===== src/rtl/mux_rr_n_if.sv =====
// Handshake bundle for mux_rr_n: N producer channels in, one registered stream out.
// man_mode/sel exist only when MUX_MANUAL_SEL_EN is defined.
interface mux_rr_n_if #(
  parameter int W = 8,
  parameter int N = 4
);
  localparam int SW = ($clog2(N) > 1) ? $clog2(N) : 1;

  logic [N*W-1:0] in_data;
  logic [N-1:0]   in_valid;
  logic [N-1:0]   in_ready;
  logic [W-1:0]   out_data;
  logic [SW-1:0]  out_ch;
  logic           out_valid;
  logic           out_ready;
`ifdef MUX_MANUAL_SEL_EN
  logic           man_mode;
  logic [SW-1:0]  sel;
`endif

  // slave: the mux itself; master: producers plus consumer
  modport slave (
    input  in_data, in_valid, out_ready,
`ifdef MUX_MANUAL_SEL_EN
    input  man_mode, sel,
`endif
    output in_ready, out_data, out_ch, out_valid
  );

  modport master (
    output in_data, in_valid, out_ready,
`ifdef MUX_MANUAL_SEL_EN
    output man_mode, sel,
`endif
    input  in_ready, out_data, out_ch, out_valid
  );
endinterface


===== src/rtl/mux_rr_n.sv =====
// N-channel registered round-robin mux with valid/ready on every channel and the output.
// Optional MUX_MANUAL_SEL_EN adds man_mode/sel for a forced channel choice.
module mux_rr_n_lane #(
  parameter int SW = 2,
  parameter int C  = 0
) (
  input  logic          gate,
  input  logic [SW-1:0] g,
  output logic          rdy
);
  assign rdy = gate && (g == SW'(C));
endmodule

module mux_rr_n #(
  parameter int W = 8,
  parameter int N = 4
) (
  input  logic      clk,
  input  logic      rst,
  mux_rr_n_if.slave bus
);
  localparam int SW = ($clog2(N) > 1) ? $clog2(N) : 1;
  localparam int NP = 1 << SW;

  logic [SW-1:0] ptr, g, rr_g, nxt_ptr;
  logic [SW:0]   idx;
  logic [NP-1:0] vpad;
  logic          has_grant, rr_has, man, load_en, gate;
  logic [W-1:0]  data_q;
  logic [SW-1:0] ch_q;
  logic          valid_q;

`ifdef MUX_MANUAL_SEL_EN
  assign man = bus.man_mode;
`else
  assign man = 1'b0;
`endif

  // zero-padded so a manual sel >= N reads as "not valid"
  always_comb begin
    vpad = '0;
    vpad[N-1:0] = bus.in_valid;
  end

  always_comb begin
    rr_has = 1'b0;
    rr_g   = '0;
    idx    = '0;
    for (int k = 0; k < N; k++) begin
      idx = {1'b0, ptr} + (SW+1)'(k);
      if (idx >= (SW+1)'(N)) idx = idx - (SW+1)'(N);
      if (!rr_has && vpad[idx[SW-1:0]]) begin
        rr_has = 1'b1;
        rr_g   = idx[SW-1:0];
      end
    end
  end

  always_comb begin
    has_grant = rr_has;
    g         = rr_g;
`ifdef MUX_MANUAL_SEL_EN
    if (man) begin
      has_grant = ({1'b0, bus.sel} < (SW+1)'(N)) && vpad[bus.sel];
      g         = bus.sel;
    end
`endif
  end

  assign load_en = !valid_q || bus.out_ready;
  assign gate    = load_en && has_grant && !rst;
  assign nxt_ptr = (g == SW'(N-1)) ? '0 : g + 1'b1;

  for (genvar c = 0; c < N; c++) begin : g_lane
    mux_rr_n_lane #(.SW(SW), .C(c)) u_lane (
      .gate (gate),
      .g    (g),
      .rdy  (bus.in_ready[c])
    );
  end

  always_ff @(posedge clk) begin
    if (rst) begin
      valid_q <= 1'b0;
      data_q  <= '0;
      ch_q    <= '0;
      ptr     <= '0;
    end else if (load_en) begin
      if (has_grant) begin
        valid_q <= 1'b1;
        data_q  <= bus.in_data[g*W +: W];
        ch_q    <= g;
        if (!man) ptr <= nxt_ptr;
      end else begin
        valid_q <= 1'b0;
      end
    end
  end

  assign bus.out_valid = valid_q;
  assign bus.out_data  = data_q;
  assign bus.out_ch    = ch_q;
endmodule


===== src/flat_wrapper.sv =====
// flat-port wrapper written by rule: the top's interface ports become plain ports
module mux_rr_n_flat 
#(
  parameter int W = 8,
  parameter int N = 4
)
  (clk, rst, bus_in_data, bus_in_valid, bus_out_ready, bus_in_ready, bus_out_data, bus_out_ch, bus_out_valid);
  mux_rr_n_if #(.W(W), .N(N)) bus_i ();
  input  logic clk;
  input  logic rst;
  input wire logic [$bits(bus_i.in_data)-1:0] bus_in_data;
  input wire logic [$bits(bus_i.in_valid)-1:0] bus_in_valid;
  input wire logic [$bits(bus_i.out_ready)-1:0] bus_out_ready;
  output wire logic [$bits(bus_i.in_ready)-1:0] bus_in_ready;
  output wire logic [$bits(bus_i.out_data)-1:0] bus_out_data;
  output wire logic [$bits(bus_i.out_ch)-1:0] bus_out_ch;
  output wire logic [$bits(bus_i.out_valid)-1:0] bus_out_valid;
  assign bus_i.in_data = bus_in_data;
  assign bus_i.in_valid = bus_in_valid;
  assign bus_i.out_ready = bus_out_ready;
  assign bus_in_ready = bus_i.in_ready;
  assign bus_out_data = bus_i.out_data;
  assign bus_out_ch = bus_i.out_ch;
  assign bus_out_valid = bus_i.out_valid;
  mux_rr_n #(.W(W), .N(N)) u_core (.clk(clk), .rst(rst), .bus(bus_i));
endmodule

===== config.mk =====
export PLATFORM = sky130hd
export DESIGN_NAME = mux_rr_n_flat
export DESIGN_NICKNAME = d
export VERILOG_FILES = /design/src/rtl/mux_rr_n_if.sv /design/src/rtl/mux_rr_n.sv /design/src/flat_wrapper.sv
export SDC_FILE = /design/constraint.sdc
export NUM_CORES = 1
export LEC_CHECK = 0
export ABC_AREA = 1
export CAP_MARGIN = 25
export CORE_MARGIN = 5
export CORE_UTILIZATION = 67
export CTS_BUF_LIST = sky130_fd_sc_hd__clkbuf_4 sky130_fd_sc_hd__clkbuf_8 sky130_fd_sc_hd__clkbuf_16
export DETAILED_ROUTE_END_ITERATION = 10
export DONT_BUFFER_PORTS = 1
export PLACE_DENSITY_LB_ADDON = 0.12
export SLEW_MARGIN = 20
export SYNTH_ARGS = -nofsm -noshare
export SYNTH_HDL_FRONTEND = slang
export SYNTH_SLANG_ARGS = --single-unit

===== constraint.sdc =====
create_clock -name clk -period 3.7 [get_ports clk]
set_input_delay 0.74 -clock clk [delete_from_list [all_inputs] [get_ports clk]]
set_output_delay 0.74 -clock clk [all_outputs]
set_load 0.05 [all_outputs]

# After elaboration in Yosys (flattened, before gate mapping)

Cells that the tools add are included.

$add $sub $neg: 8
$mul: 0
Div/mod/pow operators: 0
Magnitude comparators: 8
Eq/ne operators: 3
Shift-type cells: 1
Multiplexer cells: 22
Bitwise logic cells: 0
Reduce and logical (&&, ||, !) cells: 17

Operator list:

| cell                | count |
|---|---|
| $shiftx 32x6->8     | 1 |
| $mux 2              | 9 |
| $lt 2x3->1 const B  | 4 |
| $ge 3x3->1 const B  | 3 |
| $logic_and 1x1->1   | 9 |
| $mux 1              | 9 |
| $bmux 1 s2          | 4 |
| $sub 2x1->2 const B | 4 |
| $add 2x2->3 const B | 2 |
| $logic_not 1->1     | 5 |
| $eq 2x2->1 const B  | 2 |
| $add 2x1->3 const B | 1 |
| $ge 2x3->1 const B  | 1 |
| $add 2x1->2 const B | 1 |
| $eq 2x1->1 const B  | 1 |
| $logic_not 2->1     | 1 |
| $reduce_and 2->1    | 1 |
| $logic_or 1x1->1    | 1 |

Bits in registers: 13
Bits in latches: 0
Bits in writable memories: 0
ROM bits: 0
Input bits: 39
Output and inout port bits: 15
Logic and storage cells: 63
Memories kept: 0

# Logic depth before layout (Yosys ltp)

Gate-level depths: netlist (run 1).

Depth in word-level cells: 17
Mapped depth: 17
Gate-level depth less buffers: 15

# Cells and area by module

From an unflattened synthesis (run 1), not the netlist that was laid out.

Cells, all modules: 213
Area, all modules: 1280.0 µm²

By module, submodules not included:

| module                                      | instances | cells an instance | area each (µm²) | sequential area each (µm²) |
|---|---|---|---|---|
| mux_rr_n                                    | 1         | 203               | 1232.4          | 260.2 |
| mux_rr_n_lane (u_core.g_lane[0].u_lane ...) | 2         | 3                 | 13.8            | 0.0 |
| mux_rr_n_lane (u_core.g_lane[1].u_lane ...) | 2         | 2                 | 10.0            | 0.0 |

# Least setup slack after synthesis (run 1)

No wires, ideal clock.

Path type: input to output
Start point: input port bus_in_valid[1]
End point: output port bus_in_ready[1]
Arrival time: 2.055 ns
Data required time: 2.960 ns
Slack: 0.905 ns
Stages on the path: 13
Path buffers: 2
Cells stage by stage: inv_1 nand2_1 nand3_1 nand2_1 nor2_2 nand3_2 nand3_2 buf_4 inv_1 ha_1 inv_1 nor2_1 buf_4

Word-level cells in the longest chain between the ends: 15
Elaborated cells between the ends (all ways): 26
Those cells by class: eq/ne: 1; mux: 16; reduce/logical: 9

RTL lines:

| element                         | RTL line           | source |
|---|---|---|
| start: declaration              | flat_wrapper.sv:12 | `input wire logic [$bits(bus_i.in_valid)-1:0] bus_in_valid;` |
| $bmux 1 s2                      | mux_rr_n.sv:52     | `if (!rr_has && vpad[idx[SW-1:0]]) begin` |
| $mux 1 (not written as such)    | mux_rr_n.sv:52     |  |
| $mux 1                          | mux_rr_n.sv:52     |  |
| $logic_not 1->1                 | mux_rr_n.sv:52     |  |
| $logic_and 1x1->1               | mux_rr_n.sv:52     |  |
| $mux 1                          | mux_rr_n.sv:52     |  |
| $logic_not 1->1                 | mux_rr_n.sv:52     |  |
| $logic_and 1x1->1               | mux_rr_n.sv:52     |  |
| $mux 1                          | mux_rr_n.sv:52     |  |
| $logic_not 1->1                 | mux_rr_n.sv:52     |  |
| $logic_and 1x1->1               | mux_rr_n.sv:52     |  |
| $mux 1                          | mux_rr_n.sv:52     |  |
| $logic_and 1x1->1 (2 in series) | mux_rr_n.sv:71     | `assign gate = load_en && has_grant && !rst;` |
| $logic_and 1x1->1 *             | mux_rr_n.sv:11     | `assign rdy = gate && (g == SW'(C));` |
| end: declaration                | flat_wrapper.sv:14 | `output wire logic [$bits(bus_i.in_ready)-1:0] bus_in_ready;` |

Every way passes the cells marked *; elsewhere a longest branch is shown, timed or not. The select of a mux whose other input is x is not followed.

# Worst setup path after layout (run 1)

Start point: register u_core.ptr[0]
End point: output port bus_in_ready[3]

Word-level cells in the longest chain between the ends: 17
Elaborated cells between the ends (all ways): 41
Those cells by class: add/sub: 7; order compare: 4; eq/ne: 1; mux: 20; reduce/logical: 9

RTL lines:

| element                                              | RTL line       | source |
|---|---|---|
| start: declaration                                   | mux_rr_n.sv:25 | `logic [SW-1:0] ptr, g, rr_g, nxt_ptr;` |
| start signal: assignment                             | mux_rr_n.sv:93 | `if (!man) ptr <= nxt_ptr;` |
| branches (longest 16 deep; another with $add 2x1->3) | n/a            |  |
| $logic_and 1x1->1 *                                  | mux_rr_n.sv:11 |  |

Every way passes the cells marked *. The select of a mux whose other input is x is not followed.

==> impl_metrics.tcl, run 1 <==
set metrics [dict create \
    status "finished clean" \
    ioPinCount 54 \
    seqCellArea_um2 260 \
    synth_compound_area_share_pct 6.20 \
    die-area_um2 2720 \
    first_iter_violations 34 \
    finalWirelength_um 2850 \
    vias 1244 \
    use_met3_pct 8.02 \
    crit_fanout 21 \
    setup_ws_ps 253 \
    worstPathRequired_ps 2960 \
    drive_gt1_share_pct 12.1 \
    synthTopCellsByArea "dfxtp_1 (22%), nand2_1 (21%), inv_1 (9.8%), nand3_1 (9.7%), nor2_1 (6.9%)" \
    dp.cells 228 \
    placedInstanceArea_um2 1160 \
    ys_seq_elements 13 \
    relSlewSlack_pct 64.2 \
    grt_use_total_pct 21.9 \
    synth.distinct_cells 22 \
    synth_nets 251 \
    die_w_um 52.2 \
    clk_latency_ps 290 \
    synth-simple-area-share_pct 51.1 \
    finalHoldViolCount 0 \
    start_kind "register" \
    row_count 15 \
    synth_xor_area_share_pct 0 \
    path_cells "nand2_1 -> nand3_1 -> nand2_1 -> nor2_2 -> nand3_2 -> nand2_2 -> clkinvlp_4 -> nand2_1 -> nor3_1 -> buf_4" \
    syn2layout_area_growth_pct 0.315 \
    worstSetupPathType "register to output port" \
    yosys_warnings 0 \
    synth_common_cells "nand2_1 (68), inv_1 (31), nand3_1 (23), nor2_1 (22), dfxtp_1 (13)" \
    fin_cells 232 \
    first_pass_iters 4 \
    viasPerCell 5.36 \
    cap_violations 0 \
    p_leak_nw 0.701 \
    reg2regPathDepth 13 \
    wl_per_cell_um 12.3 \
    synth_edf_count 0 \
    hold_class "input port to register" \
    fmax_ghz 0.290 \
    grt_pass1_vias 1134 \
    clock_path_buffers 2 \
    clkSlewWorstSetupHoldPaths_ps 80 \
    cts_tree "yes" \
    grt_max_degree 22 \
    port_buffers 0 \
    cpPeakStageDelay_ps 560 \
    initial_utilization_pct 69.7 \
    hold_buffers 0 \
    syn_area_um2 1190 \
    fin_skew_ps 9.14 \
    fp.dieH_um 52.2 \
    critPathCaptureType "output port" \
    cts_buffers 3 \
    cellPowerDensity_nw_per_um2 1230 \
    synth_largest_area_cell "dfxtp_1" \
    busiest_layer "met2" \
    synth_top_area_share_pct 21.8 \
    async_reset_ff_share_pct 0 \
    whs_path_depth 1 \
    place_hpwl_um 2270 \
    use_met2_pct 39.5 \
    fin_crit_sh_pct 93.2 \
    met1_usage_pct 24.1 \
    crit_arrival_ps 2710 \
    grt_pass1_wl_um 4490 \
    fin_nets 248 \
    synth_cells 211 \
    gp_congestion 0.878 \
    seq_area_frac_synth_pct 21.8 \
    cts_sinks 13 \
    finalSetupViolCount 0 \
    synthAdderAreaFrac_pct 1.05 \
    syn_area_per_cell_um2 5.65 \
    grt_overflow 0 \
    rsz0062_at_grt "no" \
    fin_area_um2 1190 \
    multi_input_area_um2 694 \
    dpl_worst_slack_ps 375 \
    ys.flop_type "dfxtp_1" \
    core-area_um2 1710 \
    yosysMostFrequentCell "nand2_1" \
    synth_top_family_by_area "simple AND/OR/NAND/NOR gates" \
    finalCriticalPeriod_ps 3450 \
    fin_setup_tns_ps 0 \
    antenna_cells 0 \
    slew_violations 0 \
    cts_htree_levels 1 \
    drc 0 \
    cpMostUsedCell "nand2_1" \
    detail-route-antenna-nets 0 \
    fillers 163 \
    crit_slowest_cell "dfxtp_1" \
    cts_root_buf "clkbuf_4" \
    antenna_found_initial 0 \
    tightest_slew_ps 536 \
    synth.area.mux_share_pct 0 \
    peakVddDrop_v 0.000745 \
]
-- cell families after synthesis --
kind of cell               after synthesis
DFF                                     13
adders and majority gates                1
and+or+nand+nor                        134
AOI/OAI and AO/OA                       14
buffers and inverters                   49
-- flip-flops by register name, indices dropped and copies added, names as in the netlist --
| signal | cells |
|---|---|
| u_core.bus.out_ch | 2 |
| u_core.bus.out_data | 8 |
| u_core.bus.out_valid | 1 |
| u_core.ptr | 2 |
-- metal layers --
| layer | vias up | share of wire [%] | wire length (µm) |
|---|---|---|---|
| met5 | - | 0 | 0 |
| met2 | 47 | 51 | 1450 |
| met3 | 6 | 8.5 | 243 |
| met1 | 547 | 40 | 1140 |
| met4 | 0 | 0.95 | 27 |
| li1 | 644 | - | - |
-- layout by cell type (no fill, tap or decap) --
| cell | count |
|---|---|
| a31oi_1 | 1 |
| nand3_1 | 23 |
| nor2_1 | 22 |
| inv_2 | 4 |
| clkinvlp_4 | 1 |
| inv_4 | 1 |
| buf_4 | 5 |
| ha_1 | 1 |
| inv_1 | 30 |
| nand4_1 | 10 |
| nand2_2 | 2 |
| a211oi_1 | 1 |
| nor3_1 | 1 |
| nand3_2 | 2 |
| nor3_2 | 2 |
| nor2_2 | 2 |
| dfxtp_1 | 13 |
| nor2_4 | 2 |
| nand2_1 | 68 |
| a21oi_1 | 3 |
| clkbuf_4 | 4 |
| o21ai_0 | 9 |
-- critical path: cells and delay by family (launching register included) --
kind	cells	cell delay, ps
simple gates	8	1360
flops	1	560
buf+inv	2	500
-- power by group --
group	switching (W)	internal, W
Sequential	0.000204	0.000197
Clock	0.0000479	0.0000493
Combinational	0.000673	0.000304
Total	0.000924	0.000550
-- final timing paths --
path / start / endpoint / slack (ps)
max: u_core.ptr[0]$_SDFFE_PP0P_ / bus_in_ready[3] / 250
min: rst / u_core.bus.out_ch[0]$_SDFFE_PP0P_ / 510
max reg2reg: u_core.ptr[0]$_SDFFE_PP0P_ / u_core.bus.out_data[4]$_SDFFE_PP0P_ / 1310
min reg2reg: u_core.ptr[1]$_SDFFE_PP0P_ / u_core.ptr[1]$_SDFFE_PP0P_ / 650
-- what timing repair did --
| item | 4_1_cts | 5_1_grt |
|---|---|---|
| setup buffers | 0 | 0 |
| endpoints found under the setup margin | 0 | 4 |
| gates resized for setup | 0 | 1 |
-- final cells by class --
class,count,share of cell area (%)
Clock buffer,4,2.51
Sequential cell,13,21.8
Multi-Input combinational cell,149,58.1
Timing Repair Buffer,5,3.14
Tap cell,25,2.62
Inverter,36,11.8
-- through the flow --
stage	util (%)	total power (W)	hold WS [ps]
2_1_floorplan	-	0.00128	573
3_3_place_gp	68.0	0.00135	620
3_5_place_dp	68.0	0.00137	618
4_1_cts	69.7	0.00147	516
5_1_grt	70.0	0.00163	509
6_report	70.0	0.00147	515
No activity file was read; power rests on OpenSTA's default activity.
==> run 2: changes to the inputs <==
SKIP_CTS_REPAIR_TIMING = 1   (was unset)
==> results of run 2 <==
No change in the layout: final DEF, timing and power equal those of run 1.
